--- src/rtl/axil_master.sv ---
// AXI4-Lite initiator: converts single-beat valid/ready commands into AXI4-Lite
// read/write transactions and returns data, response code and latency.
module axil_master #(
    parameter int ADDRESS_WIDTH = 18,
    parameter int DATA_WIDTH    = 32,
    parameter int LATENCY_WIDTH = 16
) (
    input  logic                       clock,
    input  logic                       reset,

    input  logic                       cmd_valid,
    output logic                       cmd_ready,
    input  logic                       cmd_write,
    input  logic [ADDRESS_WIDTH-1:0]   cmd_address,
    input  logic [DATA_WIDTH-1:0]      cmd_data,
    input  logic [DATA_WIDTH/8-1:0]    cmd_strobe,

    output logic                       resp_valid,
    input  logic                       resp_ready,
    output logic                       resp_write,
    output logic [DATA_WIDTH-1:0]      resp_data,
    output logic [1:0]                 resp_code,
    output logic [LATENCY_WIDTH-1:0]   resp_latency,

    output logic [31:0]                AXIL_awaddr,
    output logic [2:0]                 AXIL_awprot,
    output logic                       AXIL_awvalid,
    input  logic                       AXIL_awready,
    output logic [DATA_WIDTH-1:0]      AXIL_wdata,
    output logic [DATA_WIDTH/8-1:0]    AXIL_wstrb,
    output logic                       AXIL_wvalid,
    input  logic                       AXIL_wready,
    input  logic [1:0]                 AXIL_bresp,
    input  logic                       AXIL_bvalid,
    output logic                       AXIL_bready,
    output logic [31:0]                AXIL_araddr,
    output logic [2:0]                 AXIL_arprot,
    output logic                       AXIL_arvalid,
    input  logic                       AXIL_arready,
    input  logic [DATA_WIDTH-1:0]      AXIL_rdata,
    input  logic [1:0]                 AXIL_rresp,
    input  logic                       AXIL_rvalid,
    output logic                       AXIL_rready
);

    localparam logic [2:0] ST_IDLE       = 3'd0;
    localparam logic [2:0] ST_WRITE      = 3'd1;
    localparam logic [2:0] ST_WRITE_RESP = 3'd2;
    localparam logic [2:0] ST_READ_ADDR  = 3'd3;
    localparam logic [2:0] ST_READ_DATA  = 3'd4;
    localparam logic [2:0] ST_RESPOND    = 3'd5;

    logic [2:0]               state_q, state_d;
    logic [31:0]              addr_q, addr_d;
    logic [DATA_WIDTH-1:0]    wdata_q, wdata_d;
    logic [DATA_WIDTH/8-1:0]  wstrb_q, wstrb_d;
    logic                     awvalid_q, awvalid_d;
    logic                     wvalid_q, wvalid_d;
    logic                     aw_done_q, aw_done_d;
    logic                     w_done_q, w_done_d;
    logic                     bready_q, bready_d;
    logic                     arvalid_q, arvalid_d;
    logic                     rready_q, rready_d;
    logic [LATENCY_WIDTH-1:0] latency_q, latency_d;
    logic                     resp_valid_q, resp_valid_d;
    logic                     resp_write_q, resp_write_d;
    logic [DATA_WIDTH-1:0]    resp_data_q, resp_data_d;
    logic [1:0]               resp_code_q, resp_code_d;
    logic [LATENCY_WIDTH-1:0] resp_latency_q, resp_latency_d;

    logic [31:0]              cmd_addr_ext;
    logic [LATENCY_WIDTH-1:0] latency_inc;
    logic                     aw_hs, w_hs, b_hs, ar_hs, r_hs;
    logic                     aw_complete, w_complete;

    assign cmd_addr_ext = 32'(cmd_address) & 32'hFFFF_FFFC;
    assign latency_inc  = (latency_q == '1) ? latency_q : latency_q + LATENCY_WIDTH'(1);

    assign aw_hs = awvalid_q && AXIL_awready;
    assign w_hs  = wvalid_q && AXIL_wready;
    assign b_hs  = bready_q && AXIL_bvalid;
    assign ar_hs = arvalid_q && AXIL_arready;
    assign r_hs  = rready_q && AXIL_rvalid;

    assign aw_complete = aw_done_q || aw_hs;
    assign w_complete  = w_done_q || w_hs;

    always_comb begin
        state_d        = state_q;
        addr_d         = addr_q;
        wdata_d        = wdata_q;
        wstrb_d        = wstrb_q;
        awvalid_d      = awvalid_q;
        wvalid_d       = wvalid_q;
        aw_done_d      = aw_done_q;
        w_done_d       = w_done_q;
        bready_d       = bready_q;
        arvalid_d      = arvalid_q;
        rready_d       = rready_q;
        latency_d      = latency_q;
        resp_valid_d   = resp_valid_q;
        resp_write_d   = resp_write_q;
        resp_data_d    = resp_data_q;
        resp_code_d    = resp_code_q;
        resp_latency_d = resp_latency_q;

        case (state_q)
            ST_IDLE: begin
                if (cmd_valid) begin
                    addr_d       = cmd_addr_ext;
                    wdata_d      = cmd_data;
                    wstrb_d      = cmd_strobe;
                    resp_write_d = cmd_write;
                    latency_d    = '0;
                    if (cmd_write) begin
                        state_d   = ST_WRITE;
                        awvalid_d = 1'b1;
                        wvalid_d  = 1'b1;
                        aw_done_d = 1'b0;
                        w_done_d  = 1'b0;
                        // bready is registered, so it is raised for the whole write
                        // phase to be high by the cycle the second of AW/W completes.
                        bready_d  = 1'b1;
                    end else begin
                        state_d   = ST_READ_ADDR;
                        arvalid_d = 1'b1;
                    end
                end
            end
            ST_WRITE: begin
                latency_d = latency_inc;
                if (aw_hs) begin
                    awvalid_d = 1'b0;
                    aw_done_d = 1'b1;
                end
                if (w_hs) begin
                    wvalid_d = 1'b0;
                    w_done_d = 1'b1;
                end
                // Any B seen here predates the write data and is not captured.
                if (aw_complete && w_complete) begin
                    state_d = ST_WRITE_RESP;
                end
            end
            ST_WRITE_RESP: begin
                latency_d = latency_inc;
                if (b_hs) begin
                    bready_d       = 1'b0;
                    resp_valid_d   = 1'b1;
                    resp_write_d   = 1'b1;
                    resp_data_d    = '0;
                    resp_code_d    = AXIL_bresp;
                    resp_latency_d = latency_inc;
                    state_d        = ST_RESPOND;
                end
            end
            ST_READ_ADDR: begin
                latency_d = latency_inc;
                if (ar_hs) begin
                    arvalid_d = 1'b0;
                    rready_d  = 1'b1;
                    state_d   = ST_READ_DATA;
                end
            end
            ST_READ_DATA: begin
                latency_d = latency_inc;
                if (r_hs) begin
                    rready_d       = 1'b0;
                    resp_valid_d   = 1'b1;
                    resp_write_d   = 1'b0;
                    resp_data_d    = AXIL_rdata;
                    resp_code_d    = AXIL_rresp;
                    resp_latency_d = latency_inc;
                    state_d        = ST_RESPOND;
                end
            end
            ST_RESPOND: begin
                if (resp_ready) begin
                    resp_valid_d = 1'b0;
                    state_d      = ST_IDLE;
                end
            end
            default: begin
                state_d = ST_IDLE;
            end
        endcase
    end

    always_ff @(posedge clock) begin
        if (reset) begin
            state_q        <= ST_IDLE;
            addr_q         <= '0;
            wdata_q        <= '0;
            wstrb_q        <= '0;
            awvalid_q      <= 1'b0;
            wvalid_q       <= 1'b0;
            aw_done_q      <= 1'b0;
            w_done_q       <= 1'b0;
            bready_q       <= 1'b0;
            arvalid_q      <= 1'b0;
            rready_q       <= 1'b0;
            latency_q      <= '0;
            resp_valid_q   <= 1'b0;
            resp_write_q   <= 1'b0;
            resp_data_q    <= '0;
            resp_code_q    <= '0;
            resp_latency_q <= '0;
        end else begin
            state_q        <= state_d;
            addr_q         <= addr_d;
            wdata_q        <= wdata_d;
            wstrb_q        <= wstrb_d;
            awvalid_q      <= awvalid_d;
            wvalid_q       <= wvalid_d;
            aw_done_q      <= aw_done_d;
            w_done_q       <= w_done_d;
            bready_q       <= bready_d;
            arvalid_q      <= arvalid_d;
            rready_q       <= rready_d;
            latency_q      <= latency_d;
            resp_valid_q   <= resp_valid_d;
            resp_write_q   <= resp_write_d;
            resp_data_q    <= resp_data_d;
            resp_code_q    <= resp_code_d;
            resp_latency_q <= resp_latency_d;
        end
    end

    assign cmd_ready    = (state_q == ST_IDLE);

    assign resp_valid   = resp_valid_q;
    assign resp_write   = resp_write_q;
    assign resp_data    = resp_data_q;
    assign resp_code    = resp_code_q;
    assign resp_latency = resp_latency_q;

    assign AXIL_awaddr  = addr_q;
    assign AXIL_awprot  = 3'b000;
    assign AXIL_awvalid = awvalid_q;
    assign AXIL_wdata   = wdata_q;
    assign AXIL_wstrb   = wstrb_q;
    assign AXIL_wvalid  = wvalid_q;
    assign AXIL_bready  = bready_q;
    assign AXIL_araddr  = addr_q;
    assign AXIL_arprot  = 3'b000;
    assign AXIL_arvalid = arvalid_q;
    assign AXIL_rready  = rready_q;

endmodule

--- config.mk ---
export PLATFORM = sky130hd
export DESIGN_NAME = axil_master
export DESIGN_NICKNAME = d
export VERILOG_FILES = /design/src/rtl/axil_master.sv
export SDC_FILE = /design/constraint.sdc
export NUM_CORES = 1
export LEC_CHECK = 0
export BUFFER_PORTS_ARGS = -buffer_cell sky130_fd_sc_hd__buf_2
export CAP_MARGIN = 20
export CORE_MARGIN = 4
export CORE_UTILIZATION = 50
export DETAILED_ROUTE_END_ITERATION = 10
export GPL_ROUTABILITY_DRIVEN = 0
export PLACE_DENSITY = 0.85
export SYNTH_ARGS = -nofsm -noshare
export SYNTH_HDL_FRONTEND = slang
export SYNTH_SLANG_ARGS = --single-unit
--- constraint.sdc ---
create_clock -name clock -period 5.25 [get_ports clock]
set_clock_uncertainty 0.05 [all_clocks]
set_input_delay 0.2625 -clock clock [delete_from_list [all_inputs] [get_ports clock]]
set_output_delay 0.2625 -clock clock [all_outputs]
set_load 0.01 [all_outputs]
* Word level (Yosys, flattened, before mapping)
Index checks and enable logic that the tools add are counted.
Widths: inputs -> output; s select.
** Storage, ports and cells
- Input bits :: 100
- Output and inout bits :: 164
- Bits in read-only memories :: 0
- Word-level logic and storage cells :: 110
- Register bits :: 130
- Memory bits (writable) :: 0
- Latch bits :: 0
- Memories kept :: 0
** Cells by class
- Magnitude comparators :: 0
- Shifts and indexed selects :: 0
- $add $sub $neg :: 1
- Div/mod/pow operators :: 0
- $mul :: 0
- Equal/unequal tests :: 16
- Bitwise gates (word level) :: 0
- Muxes and demuxes :: 47
- Reduce and logical (&&, ||, !) cells :: 29
** Operators by type and width (number)
- $mux 16 :: 4
- $mux 32 :: 2
- $pmux 16 s2 :: 2
- $pmux 32 s2 :: 1
- $reduce_and 4->1 :: 6
- $mux 1 :: 18
- $mux 3 :: 6
- $ne 2x2->1 const B :: 9
- $pmux 3 s6 :: 1
- $add 16x1->16 const B :: 1
- $eq 16x16->1 const B :: 1
- $pmux 1 s2 :: 7
- $reduce_bool 2->1 :: 6
- $eq 3x2->1 const B :: 2
- $eq 3x3->1 const B :: 2
- $logic_and 1x1->1 :: 6
- $mux 2 :: 3
- $pmux 1 s3 :: 2
- $reduce_and 3->1 :: 2
- $reduce_and 6->1 :: 1
- $reduce_bool 3->1 :: 2
- $pmux 2 s2 :: 1
- $reduce_and 2->1 :: 2
- $reduce_or 4->1 :: 1
- other kinds (4) :: 5

* Depth between registers and ports, before layout
Gate-level depths: netlist of run 1.
- Word-level depth :: 5
- Mapped depth :: 8
- Depth with buffers taken out :: 6

* Worst setup path before layout of run 1
OpenSTA, ideal clock, no wires.
- Path kind :: register -> register
- Start point :: reg latency_q[0]
- End point :: reg latency_q[0]
- Required time :: 5.114 ns
- Period minus slack after synthesis :: 1.957 ns
- Path slack :: 3.293 ns
- Buffers on the path :: 0
- Setup time :: 0.086 ns
- Cell stages (with the launch flop) :: 7
- Arrival time :: 1.821 ns
- Path through :: dfxtp_1 -> ha_1 -> nand3_1 -> nor4_2 -> and2_1 -> a21oi_1 -> a211oi_1
** On the way
- Cells in the longest elaborated chain, start to end :: 3
- Elaborated cells on any way between the ends :: 4
- Classes of those cells :: add/sub (1); eq/ne (1); mux (2)
** Ends and longest elaborated chain
- start, declared :: line 64 : logic [LATENCY_WIDTH-1:0] latency_q, latency_d;
- start signal, assigned :: line 220 : latency_q <= latency_d;
- $add 16x1->16 / $eq 16x16->1 (equally long branches) :: line 77 : assign latency_inc = (latency_q == '1) ? latency_q : latency_q + LATENCY_WIDTH'(1);
- $mux 16 * :: line 77
- $pmux 16 s2 * :: line 107 : case (state_q)
Mark *: on every way between the ends. The rest lies on a longest branch, timed or not.
A chain may end at the register's enable or synchronous reset.

* Worst setup path in the final report of run 1
- Start point :: reg state_q[1]
- End point :: reg wdata_q[28], in the netlist AXIL_wdata[28]
** On the way
- Cells in the longest elaborated chain, start to end :: 2
** Ends and longest elaborated chain
- start, declared :: line 53 : logic [2:0] state_q, state_d;
- start signal, assigned :: line 209 : state_q <= state_d;
- $logic_not 3->1 :: line 107
- $reduce_and 2->1 (no source line)
- end signal, assigned :: line 211 : wdata_q <= wdata_d;
- end, declared :: line 55 : logic [DATA_WIDTH-1:0] wdata_q, wdata_d;
No other way between the ends.

==> results.md, run 1 <==
* N_diodes at 0
* Wire per inst at 15.4 µm
* Primary FF master, synth: dfxtp_1
* Routed Antenna Nets at 0
* Die X at 114 µm
* RSZ-0062 raised after global routing: false
* Postcts setup bufs at 0
* Status: finished clean
* Leak at 3.19 nW
* Setup WS pre-CTS at 2.77 ns
* First-pass GRT wire length at 24300 µm
* CTS Root Buffer Type: clkbuf_16
* Largest net degree at the start of global routing at 70
* Period minus WS final at 2.55 ns
* Cell area after synthesis at 5630 µm²
* Worst slew margin at 0.319
* CTS Buf Count at 17
* Core Region at 10900 µm²
* CTS tree: yes
* Tcrit/Tclk final at 0.485
* Synth area leaders: dfxtp_1 46%, nand2_1 8.9%, a21oi_1 7.6%
* Die Ht at 114 µm
* Longest Clk Path Bufs at 2
* Critical path startpoint category: flip-flop
* Commonest non-fill, non-tap cells in the layout: 222 x buf_2, 132 x nand2_1, 130 x dfxtp_1, 84 x a21oi_1, 48 x nor2_1
* Final setup fails at 0
* Crit path capture type: flip-flop
* Yosys reg bits at 130
* Clock Pin Slew Worst Setup and Hold Paths at 0.06 ns
* H-tree depth at 4
* YS warnings at 0
* Vias after detailed routing at 5421
* Max cap viols at 0
* CTS Sinks at 130
* Layout area overhead at 25.8%
* WL final at 15800 µm
* Kind of critical path: flip-flop to flip-flop
* Post-DP HPWL at 11000 µm
* Share of the synthesized area in the top cell type at 0.462
* Worst Max-Slew Pin Slew at 1.02 ns
* Fmax at 393 MHz
* # placed instances at 990
* Rows at 38
* Commonest non-fill, non-tap cell in the layout: buf_2
* Number of buffers inserted by hold repair at cts at 0
* Critical path required time at 5.52 ns
* Worst Path Max Fanout at 28
* Area leader, netlist: dfxtp_1
* Arr. time, crit path at 2.82 ns
* Setup slack after layout at 2.70 ns
* DR iter-0 viols at 509
* Input/output buffers at 223
* Async S/R FF share, synth at 0
* Via-to-Cell Ratio at 5.30
* Max VDD drop at 0.349 mV
* Total negative setup slack at 0 ns
* GR Overflow Total at 0
* Resized Gates After CTS at 0
* Non-filler cells, final at 1023
* Cell count after synthesis at 691
* Synth Area per Inst at 8.15 µm²
* Vias in the first global route at 4947
* Endpoints failing hold at 0
* Initial antenna violation count at 0
* Drt pass-1 iters at 5
* Total die area at 13000 µm²
* Worst skew pair latency at 0.40 ns
* Initial Util at 0.515
* Yosys cell types at 57
* Pwr dens at 483 nW/µm²
* Hold Crit Class: input pin to flip-flop
* Global Route Usage Sum at 0.231
* Nets at 971
* Proportion of layout cells with a drive suffix above 1 at 0.309
* Number of enable flip-flop cells after synthesis at 0
* DRC Markers at 0
* Seq/Total Area, Yosys at 0.462
* Max Slew Vio Count at 0
* Top-level I/O count at 264
-- final cells by class --
class	count	area (µm²)
Timing Repair Buffer	229	1190
Multi-Input combinational cell	483	2530
Clock inverter	11	81.3
Tap cell	140	175
Clock buffer	21	470
Inverter	9	33.8
Fill cell	960	3850
Sequential cell	130	2600
-- registers in the layout, indices dropped and copies added (netlist names) --
name,count
resp_latency,16
AXIL_awvalid,1
resp_code,2
resp_write,1
resp_valid,1
w_done_q,1
aw_done_q,1
AXIL_arvalid,1
AXIL_bready,1
AXIL_rready,1
AXIL_wvalid,1
AXIL_araddr,16
state_q,3
resp_data,32
AXIL_wdata,32
latency_q,16
AXIL_wstrb,4
-- logic make-up after synthesis --
family	Yosys count	share of synthesized area
AND/OR/NAND/NOR	246	0.194
AO/OA/AOI/OAI	188	0.208
flip-flops	130	0.462
buffers and inverters	115	0.116
XOR/XNOR	6	0.00933
multiplexers	4	0.00733
adder cells (fa/ha/maj)	1	0.00222
other	1	0.000666
-- stage by stage --
| step | power (mW) | hold WS, ns | utilization | cell area [µm²] |
|---|---|---|---|---|
| finish | 3.42 | 0.0452 | 0.648 | 7080 |
| global route | 3.62 | 0.0270 | 0.648 | 7080 |
| CTS | 3.44 | 0.0312 | 0.646 | 7070 |
| detailed placement | 2.35 | 0.393 | 0.596 | 6520 |
| global placement | 2.29 | 0.389 | 0.593 | 6490 |
| floorplan | 2.01 | 0.348 | - | 5770 |
-- cell usage after synthesis (all sizes together), types with 2 or more instances --
library cell    n
nand2         133
dfxtp         130
a21oi          85
buf            69
nor2           49
clkbuf         37
a22oi          34
o21ai          21
nand3          18
nor3            9
a31oi           8
inv             8
nand4           8
a211oi          6
nor4            5
and4            4
nor2b           4
o211ai          4
xor2            4
a21boi          3
a32oi           3
a41oi           3
mux2i           3
or4             3
a21o            2
a31o            2
and2            2
and3            2
nand4b          2
nor3b           2
o2111ai         2
o21a            2
o21bai          2
o31ai           2
or3             2
xnor2           2
-- power breakdown --
group / switching (mW) / leakage (nW) / internal, mW
combinational: 0.654 / 1.87 / 0.397
sequential: 0.133 / 1.06 / 1.15
clock: 0.438 / 0.265 / 0.643
-- layer usage --
layer / vias up / wire length [µm] / share of wire / GRT usage
met5: - / 0 / 0 / 0
met4: 0 / 260 / 0.017 / 0.0808
met3: 19 / 1430 / 0.091 / 0.0603
met2: 262 / 7740 / 0.49 / 0.381
met1: 2469 / 6320 / 0.40 / 0.293
li1: 2671 / - / - / -
-- final timing paths --
check | to | depth (start not counted) | from | slack, ns
worst min-delay path | AXIL_wdata[30] | 3 | cmd_data[30] | 0.05
worst max-delay path | AXIL_wdata[28] | 7 | state_q[1] | 2.70
worst max register to register | AXIL_wdata[28] | 7 | state_q[1] | 2.70
worst min register to register | AXIL_wdata[13] | 2 | AXIL_wdata[13] | 0.40
-- critical path: stages (launching register included) --
cell     delay [ns]
dfxtp_1        0.70
o21ai_0        0.25
nor2b_1        0.19
buf_4          0.23
nor2_4         0.56
buf_16         0.24
nand2_1        0.09
a21oi_1        0.12
(Power assumes the default switching activity.)
==> inputs of run 2 (changes only) <==
--- a/config.mk
+++ b/config.mk
@@ -8,10 +8,10 @@
 export BUFFER_PORTS_ARGS = -buffer_cell sky130_fd_sc_hd__buf_2
 export CAP_MARGIN = 20
 export CORE_MARGIN = 4
-export CORE_UTILIZATION = 50
+export CORE_UTILIZATION = 47
 export DETAILED_ROUTE_END_ITERATION = 10
 export GPL_ROUTABILITY_DRIVEN = 0
-export PLACE_DENSITY = 0.85
+export PLACE_DENSITY = 0.81
 export SYNTH_ARGS = -nofsm -noshare
 export SYNTH_HDL_FRONTEND = slang
 export SYNTH_SLANG_ARGS = --single-unit
==> constraint.sdc (replaced) <==
create_clock -name clock -period 2.56 [get_ports clock]
set_clock_uncertainty 0.05 [all_clocks]
set_input_delay 0.128 -clock clock [delete_from_list [all_inputs] [get_ports clock]]
set_output_delay 0.128 -clock clock [all_outputs]
set_load 0.01 [all_outputs]
==> run 2 against run 1 <==
Via count up 12%; clock power rose to 2.5 times the previous value; non-clock buffer count is 98 higher.
==> results.md, run 2 (synthesis gave the netlist of run 1 again) <==
* Sink of the worst hold path: resp_code[1]
* Fill count at 833 (-13%)
* Routed Antenna Nets at 0 (unchanged)
* GR Overflow Total at 0 (unchanged)
* Input/output buffers at 223 (unchanged)
* Wire per inst at 16.5 µm (+7.4%)
* CTS Sinks at 130 (unchanged)
* Longest Clk Path Bufs at 2 (unchanged)
* Die X at 117 µm (+2.9%)
* Worst reg2reg path startpoint: state_q[2]
* Total die area at 13800 µm² (+5.9%)
* Top-level I/O count at 264 (unchanged)
* Max Used Layer: met4
* Final hold slack at 0.0143 ns (-0.0308 ns)
* Worst skew pair latency at 0.42 ns (+0.02 ns)
* Critical path startpoint category: flip-flop
* Met3 wire length at 1610 µm (+13%)
* First-pass GRT wire length at 29500 µm (+21%)
* WL met2 at 8940 µm (+15%)
* # placed instances at 1003 (+1.3%)
* Max cap viols at 0 (unchanged)
* Area of the multi-input gates at 2520 µm² (about the same)
* Vias in the first global route at 5886 (+19%)
* CTS tree: yes
* Rows at 39 (+2.6%)
* Crit path capture type: flip-flop
* M1 wire length at 7160 µm (+13%)
* Clock Pin Slew Worst Setup and Hold Paths at 0.06 ns (about the same)
* Layout area overhead at 44.7%
* Kind of critical path: flip-flop to flip-flop
* Resized Gates After CTS at 0 (unchanged)
* Post-DP HPWL at 11000 µm (about the same)
* Global Route Usage Sum at 0.259 (+0.0281)
* Leak at 3.66 nW (+15%)
* CTS Buf Count at 17 (unchanged)
* Non-filler cells, final at 1124 (+9.9%)
* Worst Max-Slew Pin Slew at 0.737 ns (-0.282 ns)
* Nets at 1069 (+10%)
* Endpoints failing hold at 0 (unchanged)
* CTS Root Buffer Type: clkbuf_16
* R2R depth at 6 (-1)
* Placed cell areas at 6580 µm² (+1.1%)
* Vias after detailed routing at 6062 (+12%)
* Total negative setup slack at 0 ns (unchanged)
* Via-to-Cell Ratio at 5.39 (+1.8%)
* Commonest non-fill, non-tap cell in the layout: buf_2
* Hold Crit Class: input pin to flip-flop
* WL final at 18600 µm (+18%)
* Worst Path Max Fanout at 21 (-25%)
* Largest net degree at the start of global routing at 71 (+1.4%)
* Postcts setup bufs at 0 (unchanged)
* Number of buffers inserted by hold repair at cts at 88 (+88)
* Final setup fails at 0 (unchanged)
* Initial Util at 0.487 (-0.0280)
* Worst slew margin at 0.504 (+0.186)
* Period minus WS final at 2.22 ns (-0.328 ns)
* Register area at 2600 µm² (unchanged)
* RSZ-0062 raised after global routing: false
* DR iter-0 viols at 469 (-7.9%)
* Max VDD drop at 0.393 mV (+13%)
* Drt pass-1 iters at 5 (unchanged)
* DRC Markers at 0 (unchanged)
* Fmax at 451 MHz (+15%)
* Tcrit/Tclk final at 0.867 (+0.382)
* Arr. time, crit path at 2.52 ns (-0.30 ns)
* Hold path cells at 3 (unchanged)
* Proportion of layout cells with a drive suffix above 1 at 0.287 (-0.0224)
* Commonest non-fill, non-tap cells in the layout: 222 x buf_2, 133 x nand2_1, 130 x dfxtp_1, 89 x dlygate4sd3_1, 84 x a21oi_1
* Initial antenna violation count at 1 (+1)
* Max Slew Vio Count at 0 (unchanged)
* Status: finished clean
* Pwr Total at 7.70 mW (+130%)
* Die Ht at 117 µm (+2.9%)
* Pwr dens at 946 nW/µm² (+96%)
* Reg2Reg Capture Point: resp_data[21]
* Setup slack, reg-to-reg at 0.34 ns (-2.36 ns)
* Core Region at 11600 µm² (+5.8%)
* Critical path required time at 2.86 ns (-2.66 ns)
* Min-delay src: AXIL_rresp[1]
* Final instance area at 8150 µm² (+15%)
* H-tree depth at 4 (unchanged)
## run 2: cell type report
| type | count | share of cell area |
|---|---|---|
| flip-flops and latches | 130 | 0.319 |
| multi-input cells | 483 | 0.310 |
| repair buffers | 327 | 0.262 |
| clock buffers | 22 | 0.0607 |
| well taps | 143 | 0.0220 |
| clock inverters | 9 | 0.0215 |
| inverters | 9 | 0.00415 |
| diodes | 1 | 0.000307 |
## run 2: per-stage QoR
step | setup WS (ns) | util
3_3_place_gp | 0.514 | 0.569
5_1_grt | 0.193 | 0.704
6_report | 0.340 | 0.704
3_5_place_dp | 0.491 | 0.569
2_1_floorplan | 0.603 | -
4_1_cts | 0.400 | 0.703
## run 2: worst max path at each step
| stage | from | end | cells past startpoint | slack (ns) |
|---|---|---|---|---|
| after floorplan | latency_q[0] | latency_q[0] | 6 | 0.60 |
| after global placement | state_q[1] | state_q[1] | 4 | 0.51 |
| after detailed placement | latency_q[0] | resp_latency[3] | 7 | 0.49 |
| after CTS | state_q[1] | resp_code[0] | 4 | 0.40 |
| after global routing | state_q[2] | resp_data[21] | 6 | 0.19 |
| final | state_q[2] | resp_data[21] | 6 | 0.34 |
## run 2: report_power, final
part	internal, mW	total [mW]	switching [mW]	leakage [nW]
registers	2.37	2.64	0.274	1.06
logic	0.922	2.33	1.41	2.28
clock network	1.85	2.74	0.887	0.324
## run 2: worst max-delay path, cell delays in order (launching register included)
cell and delay, ns:
dfxtp_1 0.52, clkinv_1 0.33, nand4_1 0.22, a21o_1 0.39, buf_4 0.33, a22oi_1 0.14, nor2_1 0.14
## run 2: layer usage
layer / vias to the layer above / global-route usage
met5: - / 0
met4: 0 / 0.152
met3: 76 / 0.0827
met2: 327 / 0.415
met1: 2793 / 0.305
li1: 2866 / -
